==> src/rtl/video_switch_sequencer.sv <==
// video_switch_sequencer: mutes video, applies new path settings, waits for
//   the analog path to settle, then unmutes. Every change goes through this path.
// Latency: LIVE config change -> mute at edge 1, pins at MUTE_CYCLES+2,
//   unmute at MUTE_CYCLES+SETTLE_CYCLES+3.
// Backpressure: none; requests are level inputs and are resampled when settings are applied.
//
// Ports:
//   clk_50mhz_in    system clock
//   reset           asynchronous, active-high reset
//   req_*           requested output enable (active low) and path settings
//   signal_present  input signal detected
//   video_format    detected input format code
//   video_oe_x      applied output enable (active low, registered)
//   hd_sd_x, rgb_comp_x, int_ext_x, norm_y_g  applied path settings (registered)
//   format_applied  format candidate latched at the last apply
//   busy            high while a mute/apply/settle sequence is in progress

module video_switch_sequencer #(
  parameter int unsigned MUTE_CYCLES       = 50000,
  parameter int unsigned SETTLE_CYCLES     = 2500000,
  parameter int unsigned FMT_STABLE_CYCLES = 100000
) (
  input  logic       clk_50mhz_in,
  input  logic       reset,
  input  logic       req_video_oe_x,
  input  logic       req_hd_sd_x,
  input  logic       req_rgb_comp_x,
  input  logic       req_int_ext_x,
  input  logic       req_norm_y_g,
  input  logic       signal_present,
  input  logic [7:0] video_format,
  output logic       video_oe_x,
  output logic       hd_sd_x,
  output logic       rgb_comp_x,
  output logic       int_ext_x,
  output logic       norm_y_g,
  output logic [7:0] format_applied,
  output logic       busy
);

  localparam int MUTE_W   = $clog2(MUTE_CYCLES) + 1;
  localparam int SETTLE_W = $clog2(SETTLE_CYCLES) + 1;
  localparam int FMT_W    = $clog2(FMT_STABLE_CYCLES) + 1;

  // MUTE counts 0..MUTE_CYCLES-1; SETTLE counts 0..SETTLE_CYCLES and leaves
  // on the cycle after reaching the top, giving SETTLE_CYCLES+1 settle cycles.
  localparam logic [MUTE_W-1:0]   MUTE_LAST  = MUTE_W'(MUTE_CYCLES - 1);
  localparam logic [SETTLE_W-1:0] SETTLE_TOP = SETTLE_W'(SETTLE_CYCLES);
  localparam logic [FMT_W-1:0]    FMT_TOP    = FMT_W'(FMT_STABLE_CYCLES);

  typedef enum logic [2:0] {
    S_OFF    = 3'd0,
    S_LIVE   = 3'd1,
    S_MUTE   = 3'd2,
    S_APPLY  = 3'd3,
    S_SETTLE = 3'd4
  } state_t;

  state_t              state_q;
  logic                video_oe_x_q;
  logic                hd_sd_x_q;
  logic                rgb_comp_x_q;
  logic                int_ext_x_q;
  logic                norm_y_g_q;
  logic [7:0]          format_applied_q;
  logic                busy_q;
  logic [MUTE_W-1:0]   mute_cnt_q;
  logic [SETTLE_W-1:0] settle_cnt_q;

  // ---------------------------------------------------------------------
  // Format filter: a format is accepted only after it has been seen
  // unchanged for FMT_STABLE_CYCLES consecutive clocks.
  // ---------------------------------------------------------------------
  logic [7:0]       fmt_cand_q, fmt_cand_d;
  logic [FMT_W-1:0] fmt_cnt_q, fmt_cnt_d;
  logic             fmt_change;
  logic             fmt_stable;

  assign fmt_change = (video_format != fmt_cand_q);
  assign fmt_stable = (fmt_cnt_q == FMT_TOP);

  always_comb begin
    fmt_cand_d = fmt_cand_q;
    fmt_cnt_d  = fmt_cnt_q;
    if (fmt_change) begin
      fmt_cand_d = video_format;
      fmt_cnt_d  = '0;
    end else if (!fmt_stable) begin
      fmt_cnt_d = fmt_cnt_q + FMT_W'(1);
    end
  end

  always_ff @(posedge clk_50mhz_in or posedge reset) begin
    if (reset) begin
      fmt_cand_q <= 8'h00;
      fmt_cnt_q  <= '0;
    end else begin
      fmt_cand_q <= fmt_cand_d;
      fmt_cnt_q  <= fmt_cnt_d;
    end
  end

  // ---------------------------------------------------------------------
  // Decision terms
  // ---------------------------------------------------------------------
  logic [3:0] cfg_req;
  logic [3:0] cfg_app;
  logic       cfg_diff;
  logic       fmt_diff;
  logic       fmt_drop;
  logic       want_on;

  assign cfg_req  = {req_hd_sd_x, req_rgb_comp_x, req_int_ext_x, req_norm_y_g};
  assign cfg_app  = {hd_sd_x_q, rgb_comp_x_q, int_ext_x_q, norm_y_g_q};
  assign cfg_diff = (cfg_req != cfg_app);
  assign fmt_diff = fmt_stable && (fmt_cand_q != format_applied_q);
  // A stable format that is about to be replaced: stability drops next edge.
  assign fmt_drop = fmt_stable && fmt_change;
  assign want_on  = !req_video_oe_x && signal_present && fmt_stable;

  // ---------------------------------------------------------------------
  // Sequencer. Outputs are updated together with the state so every pin
  // is a flop and matches the state it belongs to.
  // ---------------------------------------------------------------------
  always_ff @(posedge clk_50mhz_in or posedge reset) begin
    if (reset) begin
      state_q          <= S_OFF;
      video_oe_x_q     <= 1'b1;
      hd_sd_x_q        <= 1'b0;
      rgb_comp_x_q     <= 1'b1;
      int_ext_x_q      <= 1'b0;
      norm_y_g_q       <= 1'b0;
      format_applied_q <= 8'h00;
      busy_q           <= 1'b0;
      mute_cnt_q       <= '0;
      settle_cnt_q     <= '0;
    end else begin
      case (state_q)
        S_OFF: begin
          // A pure config change while dark still goes through APPLY so the
          // pins track the request; SETTLE decides whether to unmute.
          if (want_on || cfg_diff) begin
            state_q <= S_APPLY;
            busy_q  <= 1'b1;
          end
        end

        S_LIVE: begin
          if (!signal_present || req_video_oe_x) begin
            state_q      <= S_OFF;
            video_oe_x_q <= 1'b1;
          end else if (cfg_diff || fmt_diff) begin
            state_q      <= S_MUTE;
            video_oe_x_q <= 1'b1;
            busy_q       <= 1'b1;
            mute_cnt_q   <= '0;
          end
        end

        S_MUTE: begin
          // Requests are not looked at here; APPLY picks up the latest ones.
          if (mute_cnt_q == MUTE_LAST) begin
            state_q <= S_APPLY;
          end else begin
            mute_cnt_q <= mute_cnt_q + MUTE_W'(1);
          end
        end

        S_APPLY: begin
          hd_sd_x_q        <= req_hd_sd_x;
          rgb_comp_x_q     <= req_rgb_comp_x;
          int_ext_x_q      <= req_int_ext_x;
          norm_y_g_q       <= req_norm_y_g;
          format_applied_q <= fmt_cand_q;
          settle_cnt_q     <= '0;
          state_q          <= S_SETTLE;
        end

        S_SETTLE: begin
          // Priority: signal loss, then config change, then format events.
          if (!signal_present) begin
            state_q <= S_OFF;
            busy_q  <= 1'b0;
          end else if (cfg_diff) begin
            state_q <= S_APPLY;
          end else if (fmt_drop) begin
            state_q <= S_OFF;
            busy_q  <= 1'b0;
          end else if (fmt_diff) begin
            state_q <= S_APPLY;
          end else if (settle_cnt_q == SETTLE_TOP) begin
            busy_q <= 1'b0;
            if (want_on) begin
              state_q      <= S_LIVE;
              video_oe_x_q <= 1'b0;
            end else begin
              state_q <= S_OFF;
            end
          end else begin
            settle_cnt_q <= settle_cnt_q + SETTLE_W'(1);
          end
        end

        default: begin
          state_q      <= S_OFF;
          video_oe_x_q <= 1'b1;
          busy_q       <= 1'b0;
        end
      endcase
    end
  end

  assign video_oe_x     = video_oe_x_q;
  assign hd_sd_x        = hd_sd_x_q;
  assign rgb_comp_x     = rgb_comp_x_q;
  assign int_ext_x      = int_ext_x_q;
  assign norm_y_g       = norm_y_g_q;
  assign format_applied = format_applied_q;
  assign busy           = busy_q;

endmodule

==> config.mk <==
export PLATFORM = sky130hd
export DESIGN_NAME = video_switch_sequencer
export DESIGN_NICKNAME = d
export VERILOG_FILES = /design/src/rtl/video_switch_sequencer.sv
export SDC_FILE = /design/constraint.sdc
export NUM_CORES = 1
export LEC_CHECK = 0
export CAP_MARGIN = 20
export CORE_MARGIN = 2
export CORE_UTILIZATION = 34
export DETAILED_ROUTE_END_ITERATION = 8
export DONT_BUFFER_PORTS = 1
export PLACE_DENSITY = 0.52
export SLEW_MARGIN = 10
export SYNTH_ARGS = -nofsm -noshare
export SYNTH_HDL_FRONTEND = slang
export SYNTH_SLANG_ARGS = --single-unit
==> constraint.sdc <==
create_clock -name clk_50mhz_in -period 2.8 [get_ports clk_50mhz_in]
set_clock_uncertainty 0.15 [all_clocks]
set_input_delay 0.42 -clock clk_50mhz_in [delete_from_list [all_inputs] [get_ports clk_50mhz_in]]
set_output_delay 0.42 -clock clk_50mhz_in [all_outputs]
set_load 0.03 [all_outputs]
Word-level counts from Yosys, hierarchy flattened
Index checks and enable logic that the tools add are counted.
Widths: inputs -> output; s select.
Word-level totals
  input port bits: 16
  bits in registers: 83
  word-level logic and storage cells: 104
Cells by class
  bitwise operators: 2
  equality and inequality tests: 28
  reductions and logical operators: 19
  $add $sub $neg: 3
  mux-type cells: 40
Operators by type and width (count)
  $mux 23: 5
  $mux 17: 3
  $pmux 23 s2: 1
  $mux 18: 2
  $pmux 17 s2: 1
  $mux 3: 9
  $ne 2x2->1 const B: 13
  $add 23x1->23 const B: 1
  $eq 23x22->1 const B: 1
  $add 18x1->18 const B: 1
  $eq 18x17->1 const B: 1
  $add 17x1->17 const B: 1
  $eq 17x16->1 const B: 1
  $mux 1: 16
  $ne 8x8->1: 2
  $pmux 3 s5: 1
  $ne 4x4->1 const B: 2
  $reduce_and 4->1: 2
  $reduce_and 8->1: 1
  $reduce_and 7->1: 1
  $eq 3x2->1 const B: 2
  $ne 3x3->1 const B: 2
  $ne 6x6->1 const B: 1
  $reduce_and 6->1: 1
  other kinds (13): 21

Longest topological paths before layout
Gate-level depths: netlist (run 1).
  depth in word-level cells: 10
  mapped depth: 10
  depth with buffers taken out: 8

Least setup slack after synthesis (run 1)
OpenSTA, ideal clock, no wires.
  kind: reg-to-reg
  start: register format_applied_q[2] (netlist: format_applied[2])
  end: register settle_cnt_q[10]
  setup slack: 0.410 ns
  data arrival time: 2.112 ns
  setup time: 0.127 ns
  cell stages (with the launch flop): 7
  path through: dfrtp_1 > xnor2_1 > nand4_2 > nor4_4 > nor3_2 > or4_1 > mux2_1
On the way
  longest elaborated chain between the ends: 4
Ends and longest elaborated chain
  start: declaration: line 65  | logic [7:0] format_applied_q;
  start signal: assignment: line 174  | format_applied_q <= fmt_cand_q;
  $ne 8x8->1: line 116  | assign fmt_diff = fmt_stable && (fmt_cand_q != format_applied_q);
  $logic_and 1x1->1: line 116
  $ne 2x2->1 (no line)
  $reduce_and 6->1 (no line)
  end signal: assignment: line 200  | settle_cnt_q <= settle_cnt_q + SETTLE_W'(1);
  end: declaration: line 68  | logic [SETTLE_W-1:0] settle_cnt_q;
Every way passes these cells.
A chain may end at the register's enable or synchronous reset.

Worst setup path in the final report (run 1)
  start: register settle_cnt_q[0]
  end: register settle_cnt_q[11]
On the way
  longest elaborated chain between the ends: 7
Ends and longest elaborated chain
  $add 23x1->23: line 200
  $mux 23: line 191  | end else if (settle_cnt_q == SETTLE_TOP) begin
  $mux 23: line 189  | end else if (fmt_diff) begin
  $mux 23: line 186  | end else if (fmt_drop) begin
  $mux 23: line 184  | end else if (cfg_diff) begin
  $mux 23: line 181  | if (!signal_present) begin
  $pmux 23 s2: line 138  | case (state_q)
Parallel ways exist; a longest one is shown, timed or not. The select of a mux whose other input is x is not followed.

==> run summary, run 1 <==
The critical path is of the register to register type. The element type at the critical path start is a register. The row count is 42.

After floorplanning, the core was sized to cover 13300 sq um. The area of the mapped netlist is 4630 sq um. By area the synthesized netlist is led by sky130_fd_sc_hd__dfrtp_1 (44%), sky130_fd_sc_hd__nand2_1 (6.7%), sky130_fd_sc_hd__xnor2_1 (5.5%). The worst-case setup slack after placement came out at 245 ps.

In this run the clock root is driven by a sky130_fd_sc_hd__clkbuf_16. The worst-case IR drop observed on VDD is 0.482 mV. The number of I/O port buffers is 0. The achievable clock frequency is 385 MHz. Setup slack closes at 199 ps.

The clock network latency to the later pin of the worst-skew pair is 350 ps. The final weighted congestion in routability-driven placement came out at 0.782. For the worst flop-to-flop path, the logic depth is 8.

The number of cells after detailed placement is 684. For the worst setup path, the data required time is 2930 ps. Setup violations remaining at the end of the flow were counted as 0. The worst slew margin relative to its limit is 44.0%. Of the total synthesized cell area, the portion taken by AND, OR, NAND and NOR gates is 29.0%. In the final layout, the share of cells above drive strength 1 is 11.2%.

The worst register-to-register path ends at settle_cnt_q[11]. The total negative setup slack came out at 0 ps. The adder-cell share of the synthesized area came out at 1.35%.

STA classifies the critical path endpoint as a register. The total CTS buffers came out at 9. The signal arrival time at the worst endpoint came out at 2730 ps. The area fraction of the dominant cell type after synthesis came out at 43.8%.

The most frequent cell after synthesis is sky130_fd_sc_hd__nand2_1. 30 I/O pins were placed. The largest buffer count on any clock path came out at 2. In the synthesized netlist the dominant register cell turns out to be sky130_fd_sc_hd__dfrtp_1. The DRC violation count after routing came out at 0. The cell family contributing the most delay on the critical path is simple AND/OR/NAND/NOR gates. The worst hold path terminates at hd_sd_x. The pin count of the biggest net entering global routing is 42. The largest individual stage delay along the critical path comes from the cell sky130_fd_sc_hd__nor2_1.

The number of max-slew violations in the final report came out at 0. Once layout is complete, the utilization of the core stands at 39.8%. The worst-case register-to-register setup slack is 200 ps.

By count the netlist is led by sky130_fd_sc_hd__nand2_1 (83), sky130_fd_sc_hd__dfrtp_1 (81), sky130_fd_sc_hd__nor2_1 (49), sky130_fd_sc_hd__xnor2_1 (29). The cell depth of the worst hold path came out at 2. The synthesized-area fraction occupied by ao, oa, aoi and oai cells came out at 12.1%. The via count of the first global-routing pass came to 3786.

For the pin with the worst max-slew slack, the measured transition is 837 ps. The overall power after layout is 4210 uW. The run finished with clean final reports. The proportion of synthesized area in mux cells is 1.35%. The initial antenna violation count was 0. The worst hold path begins at req_hd_sd_x. The first-pass GRT wire length came out at 19200 microns. The biggest area contributor in the post-synthesis netlist is sky130_fd_sc_hd__dfrtp_1. In this run the static leakage power is 0.00213 uW. The number of antenna diodes is 0.

The via count of the routed design is 3913. The synthesized netlist contains 58 unique library cells. The aggregate routed wire length came out at 11300 microns. The post-layout net count came out at 550. The total overflow left after global routing is 0. The final critical-path share of the clock period came out at 92.9%. The HPWL after detailed placement came out at 7920 microns.

The instance count of the mapped netlist came out at 514. The H-tree depth reported by CTS came out at 3. Counting every net in the synthesized netlist gives 535. Setup repair after global routing left no endpoint under its margin. The count of routing violations after the opening detailed-route iteration is 286. The tool flagged a number of max-cap violations equal to 0. The clock net sink count came out at 83.

The number of flops mapped to enable cells by yosys is 0. For this configuration, the core starts out at a cell density of 34.8%. The TritonCTS clock tree is yes. The worst register-to-register path begins at settle_cnt_q[0]. The largest fanout of any net on the critical path came out at 11. From left edge to right edge, the die measures 121 microns. The number of warnings printed during yosys synthesis is 0. The final instance count without filler cells is 710. The dominant combinational cell family by area after synthesis is simple AND/OR/NAND/NOR gates.

The number of buffer and inverter instances along the worst setup path came out at 1. Global routing consumed, over all layers together, 16.5% of the routing resources. The average wire per standard cell is 15.9 microns. The share of synthesized area occupied by flip-flops and latches came out at 44.9%. The final critical path time including I/O delays and setup came out at 2600 ps. The maximum cell stage delay along the critical path is 670 ps. The number of synthesized register bits came out at 83. The die covers 14600 sq um. Walking the worst path, the cells encountered are inv_1 > ha_1 > nor4b_1 > and4_1 > a21oi_1 > a21oi_2 > nor2_1 > a31o_2.

Summing the areas of all xor and xnor instances in the mapped netlist gives 7.75% of the synthesized area. The type of the tightest min-delay check is input pin to register. The clock-pin transition on the worst setup and hold timing paths is 60 ps. The number of vias per cell after detailed routing came out at 5.51. The residual antenna-violating net count after detailed routing is 0. The y dimension of the die came out at 121 microns. For this run, asynchronously set or reset flops after synthesis account for 100%. From synthesis to final layout, the design area changed by 14.2%.

The first-pass iteration count of the detailed router is 6. The post-synthesis average cell area came out at 9.01 sq um. The number of hold-slack violations in the final timing report is 0.

The power density of the placed cells is 796 nW/um^2.
## how the worst max path moves through the flow
stage | start | endpoint | slack (ps) | cells past startpoint
3_5_place_dp | settle_cnt_q[0] | settle_cnt_q[1] | 250 | 8
6_report | settle_cnt_q[0] | settle_cnt_q[11] | 200 | 8
3_3_place_gp | settle_cnt_q[0] | settle_cnt_q[8] | 290 | 9
2_1_floorplan | reset | busy | 100 | 1
4_1_cts | settle_cnt_q[0] | settle_cnt_q[8] | 200 | 9
5_1_grt | fmt_cand_q[5] | settle_cnt_q[11] | 40 | 6
## worst reg2reg max path: stages, from the launching register on
cell,delay [ps]
sky130_fd_sc_hd__dfrtp_1,390
sky130_fd_sc_hd__inv_1,90
sky130_fd_sc_hd__ha_1,200
sky130_fd_sc_hd__nor4b_1,130
sky130_fd_sc_hd__and4_1,210
sky130_fd_sc_hd__a21oi_1,260
sky130_fd_sc_hd__a21oi_2,160
sky130_fd_sc_hd__nor2_1,670
sky130_fd_sc_hd__a31o_2,280
## layout by cell type, fill, tap and decap left out, drive strengths merged, types with 13 or more instances in the layout
master / n
nand3: 20
xnor2: 29
nor2: 49
nand2: 84
a21oi: 21
buf: 21
nand4: 18
dfrtp: 81
inv: 14
o21ai: 13
## report_power, final
group          switching [uW]  total [uW]  internal [uW]
logic                     848        1360            510
clock network             497        1130            628
registers                 303        1730           1420
## final cells by class
type                            count  area (sq um)
Clock inverter                      5          38.8
Timing Repair Buffer               31           258
Tap cell                          176           220
Clock buffer                       11           243
Sequential cell                    83          2080
Inverter                           15          57.6
Fill cell                        1345          8010
Multi-Input combinational cell    389          2390
## what timing repair did
action | CTS | global route
endpoints found under the setup margin | 0 | 2
gates resized for setup | 0 | 1
endpoints found under the hold margin | 21 | 0
hold buffers | 10 | 0
setup buffers | 0 | 0
## per-layer routing
layer	up-vias	part of all wire (%)	track usage, %	wire length [microns]
met5	-	0	0	0
met4	0	1.4	5.01	161
met3	10	4.4	3.63	494
met2	102	47	25.7	5290
met1	1936	47	23.0	5370
li1	1865	-	-	-
## logic make-up after synthesis
group,Yosys count
and+or+nand+nor,255
muxes,6
buffers and inverters,42
xor gates and xnor gates,41
adders and majority gates,5
DFF,83
AOI/OAI and AO/OA,82
## sequential cells by signal (all words and copies together), names as in the netlist, 3 cells and up
signal          flops
fmt_cand_q          8
fmt_cnt_q          18
format_applied      8
mute_cnt_q         17
settle_cnt_q       23
state_q             3
## metrics by stage
stage | cell area (sq um) | hold WS [ps]
2_1_floorplan | 4630 | 316
3_3_place_gp | 4900 | 92.1
3_5_place_dp | 4900 | 100
4_1_cts | 5290 | 19.7
5_1_grt | 5290 | 28.2
6_report | 5290 | 29.5
Note: power is estimated with default switching activity, not from simulation.
==> run 2, diff against run 1 <==
Settings changed: CTS_CLUSTER_DIAMETER from default to 100.
==> results of run 2 <==
No change in the layout: final DEF, timing and power equal those of run 1.
